**src/rtl/spi_pkg.sv**
```systemverilog
// Shared definitions for the SPI register-file peripheral.
//   spi_state_e : frame FSM states
//   frame_len() : bits in one well-formed frame (rw + address + data)
//   RW_WRITE / RW_READ : values of the leading rw bit
package spi_pkg;

   typedef enum logic [2:0] {
      IDLE,
      ADDR,
      DATA,
      HOLD,
      ERR
   } spi_state_e;

   localparam logic RW_WRITE = 1'b1;
   localparam logic RW_READ  = 1'b0;

   function automatic int unsigned frame_len(input int unsigned addr_w,
                                             input int unsigned data_w);
      return 1 + addr_w + data_w;
   endfunction

endpackage

```
**src/rtl/spi_pin_sync.sv**
```systemverilog
// Synchroniser for the asynchronous SPI pins.
//   clk, rst_n          : system clock, async active-low reset
//   sclk, ncs, copi     : raw SPI pins
//   ncs_s, copi_s       : synchronised levels (last stage)
//   sclk_rise/sclk_fall : one-clk registered edge strobes of sCLK
//   ncs_rise/ncs_fall   : one-clk registered edge strobes of nCS
// Edge strobes are formed from the last two stages and registered, so each
// strobe is high in the same cycle the last stage shows the new level.
module spi_pin_sync #(
   parameter int unsigned SYNC_STAGES = 2
) (
   input  logic clk,
   input  logic rst_n,
   input  logic sclk,
   input  logic ncs,
   input  logic copi,
   output logic ncs_s,
   output logic copi_s,
   output logic sclk_rise,
   output logic sclk_fall,
   output logic ncs_rise,
   output logic ncs_fall
);

   logic [SYNC_STAGES-1:0] sclk_sr;
   logic [SYNC_STAGES-1:0] ncs_sr;
   logic [SYNC_STAGES-1:0] copi_sr;

   // nCS resets high (deselected) so no spurious fall or output enable after reset.
   always_ff @(posedge clk or negedge rst_n) begin
      if (!rst_n) begin
         sclk_sr   <= '0;
         ncs_sr    <= '1;
         copi_sr   <= '0;
         sclk_rise <= 1'b0;
         sclk_fall <= 1'b0;
         ncs_rise  <= 1'b0;
         ncs_fall  <= 1'b0;
      end else begin
         sclk_sr   <= {sclk_sr[SYNC_STAGES-2:0], sclk};
         ncs_sr    <= {ncs_sr[SYNC_STAGES-2:0], ncs};
         copi_sr   <= {copi_sr[SYNC_STAGES-2:0], copi};
         sclk_rise <=  sclk_sr[SYNC_STAGES-2] & ~sclk_sr[SYNC_STAGES-1];
         sclk_fall <= ~sclk_sr[SYNC_STAGES-2] &  sclk_sr[SYNC_STAGES-1];
         ncs_rise  <=  ncs_sr[SYNC_STAGES-2]  & ~ncs_sr[SYNC_STAGES-1];
         ncs_fall  <= ~ncs_sr[SYNC_STAGES-2]  &  ncs_sr[SYNC_STAGES-1];
      end
   end

   assign ncs_s  = ncs_sr[SYNC_STAGES-1];
   assign copi_s = copi_sr[SYNC_STAGES-1];

endmodule

```
**src/rtl/spi_regfile_peripheral.sv**
```systemverilog
// SPI mode-0 register-file peripheral, oversampled on the system clock.
//   clk, rst_n : system clock, async active-low reset
//   sCLK, nCS, COPI : SPI pins from the controller
//   CIPO, cipo_oe   : read data out and its output enable (enabled while selected)
//   regs_q    : flattened register bank, reg i at [i*DATA_W +: DATA_W]
//   wr_pulse  : one-clk strobe, bit i on the cycle reg i is written
//   frame_err : one-clk strobe when a malformed frame is discarded
// Frame, MSB first: rw (1=write), address, data. Writes commit atomically on
// nCS rise; out-of-range addresses read as zero and ignore writes.
module spi_regfile_peripheral
   import spi_pkg::*;
#(
   parameter int unsigned NUM_REGS    = 5,
   parameter int unsigned ADDR_W      = 7,
   parameter int unsigned DATA_W      = 8,
   parameter int unsigned SYNC_STAGES = 2
) (
   input  logic                       clk,
   input  logic                       rst_n,
   input  logic                       sCLK,
   input  logic                       nCS,
   input  logic                       COPI,
   output logic                       CIPO,
   output logic                       cipo_oe,
   output logic [NUM_REGS*DATA_W-1:0] regs_q,
   output logic [NUM_REGS-1:0]        wr_pulse,
   output logic                       frame_err
);

   localparam int unsigned FRAME_LEN = frame_len(ADDR_W, DATA_W);
   localparam int unsigned HDR_W     = 1 + ADDR_W;
   localparam int unsigned CNT_W     = $clog2(FRAME_LEN + 2);

   localparam logic [CNT_W-1:0] LAST_HDR = CNT_W'(HDR_W - 1);
   localparam logic [CNT_W-1:0] LAST_BIT = CNT_W'(FRAME_LEN - 1);
   localparam logic [CNT_W-1:0] CNT_MAX  = CNT_W'(FRAME_LEN + 1);

   logic ncs_s, copi_s, sclk_rise, sclk_fall, ncs_rise, ncs_fall;

   spi_pin_sync #(
      .SYNC_STAGES (SYNC_STAGES)
   ) u_sync (
      .clk       (clk),
      .rst_n     (rst_n),
      .sclk      (sCLK),
      .ncs       (nCS),
      .copi      (COPI),
      .ncs_s     (ncs_s),
      .copi_s    (copi_s),
      .sclk_rise (sclk_rise),
      .sclk_fall (sclk_fall),
      .ncs_rise  (ncs_rise),
      .ncs_fall  (ncs_fall)
   );

   spi_state_e          state_q, state_d;
   logic [CNT_W-1:0]    cnt_q, cnt_d, cnt_inc;
   logic [HDR_W-1:0]    hdr_q, hdr_d, hdr_shift;
   logic [DATA_W-1:0]   data_q, data_d;
   logic [DATA_W-1:0]   shadow_q, shadow_d;
   logic                cipo_q, cipo_d;
   logic                commit, ferr;
   logic [DATA_W-1:0]   rd_word;
   logic [ADDR_W-1:0]   addr_q;
   logic                addr_ok;
   logic [DATA_W-1:0]   regs [NUM_REGS];

   assign addr_q    = hdr_q[ADDR_W-1:0];
   assign addr_ok   = 32'(addr_q) < NUM_REGS;
   assign hdr_shift = (hdr_q << 1) | HDR_W'(copi_s);
   assign cnt_inc   = (cnt_q == CNT_MAX) ? cnt_q : cnt_q + 1'b1;

   // Read lookup uses the address including the bit arriving this cycle,
   // so the shadow is ready before the first CIPO falling edge.
   always_comb begin
      rd_word = '0;
      for (int unsigned i = 0; i < NUM_REGS; i++) begin
         if (32'(hdr_shift[ADDR_W-1:0]) == i) rd_word = regs[i];
      end
   end

   always_comb begin
      state_d  = state_q;
      cnt_d    = cnt_q;
      hdr_d    = hdr_q;
      data_d   = data_q;
      shadow_d = shadow_q;
      cipo_d   = cipo_q;
      commit   = 1'b0;
      ferr     = 1'b0;
      if (ncs_fall) begin
         // Restart from any state: a select glitch begins a fresh frame.
         state_d  = ADDR;
         cnt_d    = '0;
         hdr_d    = '0;
         data_d   = '0;
         shadow_d = '0;
      end else if (ncs_rise) begin
         state_d = IDLE;
         case (state_q)
            ADDR, DATA, ERR: ferr   = 1'b1;
            HOLD:            commit = (hdr_q[HDR_W-1] == RW_WRITE) && addr_ok;
            default:         ;
         endcase
      end else begin
         case (state_q)
            ADDR: begin
               if (sclk_rise) begin
                  hdr_d = hdr_shift;
                  cnt_d = cnt_inc;
                  if (cnt_q == LAST_HDR) begin
                     state_d = DATA;
                     if (hdr_shift[HDR_W-1] == RW_READ) shadow_d = rd_word;
                  end
               end
            end
            DATA: begin
               if (sclk_rise) begin
                  data_d = (data_q << 1) | DATA_W'(copi_s);
                  cnt_d  = cnt_inc;
                  if (cnt_q == LAST_BIT) state_d = HOLD;
               end else if (sclk_fall) begin
                  cipo_d   = shadow_q[DATA_W-1];
                  shadow_d = shadow_q << 1;
               end
            end
            HOLD: begin
               if (sclk_rise) begin
                  cnt_d   = cnt_inc;
                  state_d = ERR;
               end
            end
            ERR: begin
               if (sclk_rise) cnt_d = cnt_inc;
            end
            default: ;
         endcase
      end
      if (state_d != DATA) cipo_d = 1'b0;
   end

   always_ff @(posedge clk or negedge rst_n) begin
      if (!rst_n) begin
         state_q  <= IDLE;
         cnt_q    <= '0;
         hdr_q    <= '0;
         data_q   <= '0;
         shadow_q <= '0;
         cipo_q   <= 1'b0;
      end else begin
         state_q  <= state_d;
         cnt_q    <= cnt_d;
         hdr_q    <= hdr_d;
         data_q   <= data_d;
         shadow_q <= shadow_d;
         cipo_q   <= cipo_d;
      end
   end

   always_ff @(posedge clk or negedge rst_n) begin
      if (!rst_n) begin
         for (int unsigned i = 0; i < NUM_REGS; i++) regs[i] <= '0;
         wr_pulse  <= '0;
         frame_err <= 1'b0;
      end else begin
         wr_pulse  <= '0;
         frame_err <= ferr;
         if (commit) begin
            for (int unsigned i = 0; i < NUM_REGS; i++) begin
               if (32'(addr_q) == i) begin
                  regs[i]     <= data_q;
                  wr_pulse[i] <= 1'b1;
               end
            end
         end
      end
   end

   always_comb begin
      regs_q = '0;
      for (int unsigned i = 0; i < NUM_REGS; i++) regs_q[i*DATA_W +: DATA_W] = regs[i];
   end

   assign CIPO    = cipo_q;
   assign cipo_oe = ~ncs_s;

endmodule

```
**config.mk**
```make
export PLATFORM = sky130hd
export DESIGN_NAME = spi_regfile_peripheral
export DESIGN_NICKNAME = d
export VERILOG_FILES = /design/src/rtl/spi_pkg.sv /design/src/rtl/spi_pin_sync.sv /design/src/rtl/spi_regfile_peripheral.sv
export SDC_FILE = /design/constraint.sdc
export NUM_CORES = 1
export LEC_CHECK = 0
export ABC_AREA = 1
export CORE_ASPECT_RATIO = 1.25
export CORE_UTILIZATION = 56
export DETAILED_ROUTE_END_ITERATION = 10
export PLACE_DENSITY = 0.9
export SLEW_MARGIN = 10
export SYNTH_ARGS = -nofsm -noshare
export SYNTH_HDL_FRONTEND = slang
export SYNTH_SLANG_ARGS = --single-unit
```
**constraint.sdc**
```tcl
create_clock -name clk -period 3.85 [get_ports clk]
set_input_delay 0.77 -clock clk [delete_from_list [all_inputs] [get_ports clk]]
set_output_delay 0.77 -clock clk [all_outputs]
set_load 0.005 [all_outputs]
```
==> metrics.txt, run 1 <==
final hold slack=0.353 ns; mapped cell area=4070 um2; WS Path Type=reg2out; met2 GRT Util=0.433; cell area power density=478 nW/um2; grt ovf=0; final setup skew=0.0139 ns; die height=97.3 um; clk slew on worst S/H paths=~0.09 ns; nets=543; Final Hold Fails=0; DRT Pass-1 Iters=5; cell row count=34; leakage=around 2.3 nW; antenna fix cells=0; Syn Inst Count=484; maximum vdd drop=between 0.3 and 0.4 mV; dpl hpwl=roughly 6700 um; Yosys top cell area share=0.535; Syn-to-layout area delta=19.4%; Post-CTS Setup Bufs=0; met1 Track Usage GR=0.355; RR Endpoint=regs_q[28]; setup tns final=0 ns; Final Max Tran Viols=0; total global-route track usage=0.273; WP data arrival=1.39 ns; depth of the worst register-to-register path=8; RSZ-0062 raised after global routing=false; worst setup margin=~1.7 ns; initial antenna violation count=0; count of final setup violators=0; post-cts resize count=0; final core utilization=0.696; R2R Setup Slk=around 1.8 ns; die footprint=around 7600 um2; Setup crit start kind=register; final instance area=4860 um2; status=completed; Crit Path Max Fanout=2; Ports=53; clock buffer depth=2; synth top area cells=dfrtp_1, nand2_1, nand3_1, nor2_1, o21ai_1; HP Start=u_sync.copi_sr[0]; Final GP Congestion=0.918; final wirelength=9630 um; Least-Margin Pin Slew=1.06 ns; largest net degree at the start of global routing=90; core footprint=6980 um2; Tmin final=2.16 ns; vias per inst=5.70; r2r startpoint=hdr_q[3]; Synth Area per Inst=8.41 um2; final cycle utilization of the critical path=0.561; first-pass GRT wire length=approximately 16000 um; DR iter-0 viols=between 300 and 400; #FFs+latches synth=89; commonest cells after routing, fill and taps aside=nand2_1, dfrtp_1, nand3_1; Mapped Nets=492; met3 Use GR=0.0563; Initial Utilization=0.583; DRT antenna net count=0; area leader, netlist=dfrtp_1; CTS H-tree lvls=3; Worst slew margin=0.293; CTS root buf=clkbuf_8; # DRC=0; # clock sinks=89; PortBufs=52; via count=3589; TritonCTS Buffers=9; Worst path max stage delay=0.54 ns; Synth cell types=32; hold depth=0; Hold Crit Class=reg2reg; CTS tree=done; family with the most delay on the worst path=flip-flops; share of cells above drive strength 1=0.0722; hold_buf cts=0; worst skew pair latency=0.36 ns; worst path buffer plus inverter count=2; Post-DP Area=4610 um2; Chip Width=78.3 um; most common cell after layout, fill and taps aside=nand2_1; Ys Warns=0; wire per inst=15.3 um; pre-CTS WS=1.87 ns; Seq/Total Area, Yosys=0.548; vias in the first global route=3229; max frequency=463 MHz; Crit path required time=3.08 ns; crit path cell chain=inv_1 > clkdlybuf4s50_1; busiest grt layer=met2; MaxCap Viol Count=0; Slowest-stage cell, CP=dfstp_2; Hold Crit Endpoint=u_sync.copi_sr[1]; critical path capture point type=output pin
[report_power, final]
part | internal, mW | switching (mW)
sequential | 1.00 | 0.0636
clock | 0.449 | 0.325
combinational | 0.133 | 0.350
[synth_stat cells]
master and instances:
nand2_2 8, a21oi_2 1, o21ai_1 41, clkinv_1 1, o21ai_0 12, inv_1 51, buf_2 4, buf_4 2
nor2_2 1, nand4_2 1, o21ai_2 1, inv_2 6, o22ai_1 8, nand3_1 66, nor3_1 2, buf_6 4
buf_1 2, a31oi_1 1, ha_1 3, o31ai_1 3, a21oi_1 3, o211ai_1 1, nor2_1 56, nor3_2 1
nand4_1 2, dfrtp_1 87, dfstp_2 2, o21bai_1 1, nor4_1 6, nor2_4 2, xor2_1 2, nand2_1 103
[stage by stage]
| step | instances | power (mW) |
|---|---|---|
| after detailed placement | 614 | 1.54 |
| after global placement | 614 | 1.53 |
| after CTS | 630 | 2.31 |
| after floorplan | 484 | 1.41 |
| after global routing | 630 | 2.43 |
| final | 630 | 2.32 |
[registers in the layout, indices dropped and copies added, names as in the netlist]
| register | count |
|---|---|
| wr_pulse | 5 |
| data_q | 8 |
| hdr_q | 8 |
| state_q | 3 |
| u_sync.sclk_fall | 1 |
| u_sync.ncs_fall | 1 |
| u_sync.sclk_sr | 2 |
| u_sync.ncs_rise | 1 |
| shadow_q | 8 |
| cnt_q | 5 |
| CIPO | 1 |
| u_sync.copi_sr | 2 |
| regs_q | 40 |
| frame_err | 1 |
| u_sync.sclk_rise | 1 |
| u_sync.ncs_sr | 2 |
[routing by layer]
layer | vias to the layer above | share of wire
li1 | 1678 | -
met1 | 1702 | 0.41
met2 | 181 | 0.49
met3 | 28 | 0.065
met4 | 0 | 0.032
met5 | - | 0
[cell families (layout without fill, tap and decap cells)]
group	after synthesis	after routing	synth area share
xor gates and xnor gates	2	2	0.00430
adders and majority gates	3	3	0.00922
DFF	89	89	0.548
buffers and inverters	70	126	0.0750
AOI/OAI and AO/OA	72	72	0.0962
and+or+nand+nor	248	248	0.267
[final cells by class]
cell class / instances / area, um2
sequential: 89 / 2230
tap: 90 / 113
timing repair buffer: 52 / 518
fill: 532 / 2120
clock buffer: 11 / 141
clock inverter: 5 / 104
inverter: 58 / 218
multi-input combinational: 325 / 1540
[worst max-delay path by stage]
| stage | from | endpoint | slack (ns) | depth (start not counted) |
|---|---|---|---|---|
| floorplan | u_sync.ncs_fall | regs_q[38] | 2.35 | 10 |
| global placement | hdr_q[3] | regs_q[28] | 1.95 | 8 |
| detailed placement | hdr_q[3] | regs_q[26] | 1.87 | 8 |
| CTS | u_sync.ncs_sr[1] | cipo_oe | 1.67 | 2 |
| global route | hdr_q[3] | regs_q[28] | 1.59 | 8 |
| finish | u_sync.ncs_sr[1] | cipo_oe | 1.69 | 2 |
Power figures use the tool's default switching activity.
==> run 2: changes to the inputs <==
- CORE_UTILIZATION: 56 -> 50
- PLACE_DENSITY: 0.9 -> 0.85
- clock period: 3.85 -> 1.9 ns (I/O delays scaled with it)
==> metrics.txt, run 2 (synthesis results as in run 1) <==
status=completed; Crit Path Max Fanout=2 (unchanged); dpl hpwl=7030 um (+5.3%); MaxCap Viol Count=0 (unchanged); Tmin final=1.76 ns; WS Path Type=reg2out; clk slew on worst S/H paths=0.08 ns (about the same); hold depth=0 (unchanged); max frequency=568 MHz; share of cells above drive strength 1=0.0927 (+0.0205); Final Hold Fails=0 (unchanged); Chip Width=82.7 um (+5.7%); setup tns final=0 ns (unchanged); final setup skew=0.00961 ns (-0.00432 ns); Crit path required time=1.52 ns (-1.56 ns); PortBufs=52 (unchanged); vias per inst=5.46 (-4.1%); # fillers=690 (+30%); DRT Pass-1 Iters=5 (unchanged); RSZ-0062 raised after global routing=false; first-pass GRT wire length=15800 um (+0.79%); DR iter-0 viols=264 (-25%); initial antenna violation count=0 (unchanged); # clock sinks=89 (unchanged); Initial Utilization=0.519 (-0.0641); HP Start=u_sync.ncs_sr[0]; depth of the worst register-to-register path=8 (unchanged); worst skew pair latency=0.38 ns (+0.02 ns); Hold Crit Endpoint=u_sync.ncs_sr[1]; final cycle utilization of the critical path=0.927; CTS tree=done; die height=103 um (+5.7%); core footprint=7840 um2 (+12%); total power=4.52 mW (+95%); WP data arrival=1.38 ns (about the same); cell row count=36 (+5.9%); grt ovf=0 (unchanged); DRT antenna net count=0 (unchanged); final std cells w/o fill=645 (+2.4%); final hold slack=0.379 ns (+0.0261 ns); vias in the first global route=3304 (+2.3%); wire per inst=15.4 um (+0.63%); largest net degree at the start of global routing=48 (-47%); CTS root buf=clkbuf_8; RR Endpoint=regs_q[2]; Final Max Tran Viols=0 (unchanged); placed insts=628 (+2.3%); leakage=2.35 nW (+1.5%); count of final setup violators=0 (unchanged); via count=3524 (-1.8%); CTS H-tree lvls=3 (unchanged); antenna fix cells=0 (unchanged); worst setup margin=0.139 ns (-1.55 ns); Hold Crit Class=reg2reg; Post-CTS Setup Bufs=0 (unchanged); most common cell after layout, fill and taps aside=nand2_1; nets=553 (+1.8%); Syn-to-layout area delta=21.1%; pre-CTS WS=0.174 ns (-1.70 ns); Setup crit start kind=register; max FFs per register=40 (unchanged); clock buffer depth=2 (unchanged); total global-route track usage=0.257 (-0.0160); TritonCTS Buffers=9 (unchanged); Ports=53 (unchanged); # DRC=0 (unchanged); die footprint=8510 um2 (+12%); Worst slew margin=0.744 (+0.451); Final GP Congestion=0.909 (-1.0%); critical path capture point type=output pin; final wirelength=9920 um (+3.0%); Least-Margin Pin Slew=0.382 ns (-0.678 ns); maximum vdd drop=0.624 mV (+96%); cell area power density=917 nW/um2 (+92%); r2r startpoint=u_sync.ncs_fall; R2R Setup Slk=0.15 ns (-1.63 ns); commonest cells after routing, fill and taps aside=nand2_1, dfrtp_1, nand3_1
==> run 2: routing by layer <==
layer / share of wire / vias up / track usage
li1: - / 1698 / -
met1: 0.41 / 1649 / 0.328
met2: 0.48 / 143 / 0.402
met3: 0.064 / 34 / 0.0531
met4: 0.047 / 0 / 0.149
met5: 0 / - / 0
==> run 2: worst max-delay path, stage by stage, from the launching register on <==
cell and delay [ns]:
dfstp_2 0.54, inv_1 0.05, clkdlybuf4s50_1 0.43
==> run 2: timing repair <==
action	CTS	global route
resized for setup	0	3
endpoints found under the hold margin	14	0
hold buffers	1	0
endpoints found under the setup margin	0	11
==> run 2: report_power, final <==
part	leakage [nW]	switching (mW)	internal, mW
Clock	0.103	0.674	0.682
Sequential	1.21	0.129	2.03
Combinational	1.04	0.703	0.304
==> run 2: how the worst max path moves through the flow <==
| stage | start | endpoint | slack (ns) | cells past startpoint |
|---|---|---|---|---|
| 6_report | u_sync.ncs_sr[1] | cipo_oe | 0.14 | 2 |
| 5_1_grt | u_sync.ncs_rise | regs_q[36] | 0.02 | 9 |
| 4_1_cts | hdr_q[0] | regs_q[2] | 0.11 | 6 |
| 3_5_place_dp | hdr_q[2] | shadow_q[7] | 0.17 | 9 |
| 3_3_place_gp | hdr_q[2] | shadow_q[0] | 0.19 | 8 |
| 2_1_floorplan | u_sync.ncs_fall | regs_q[38] | 0.40 | 10 |
==> run 2: layout make-up <==
class | instances | area [um2] | area share
flip-flops and latches | 89 | 2230 | 0.452
clock buffers | 12 | 155 | 0.0315
well taps | 95 | 119 | 0.0241
inverters | 58 | 218 | 0.0442
clock inverters | 4 | 51.3 | 0.0104
repair buffers | 62 | 608 | 0.123
multi-input cells | 325 | 1550 | 0.314
==> run 2: metrics by stage <==
stage | instance area (um2) | utilization
detailed placement | 4700 | 0.600
CTS | 4920 | 0.627
global placement | 4700 | 0.600
finish | 4930 | 0.629
floorplan | 4070 | -
global route | 4930 | 0.629
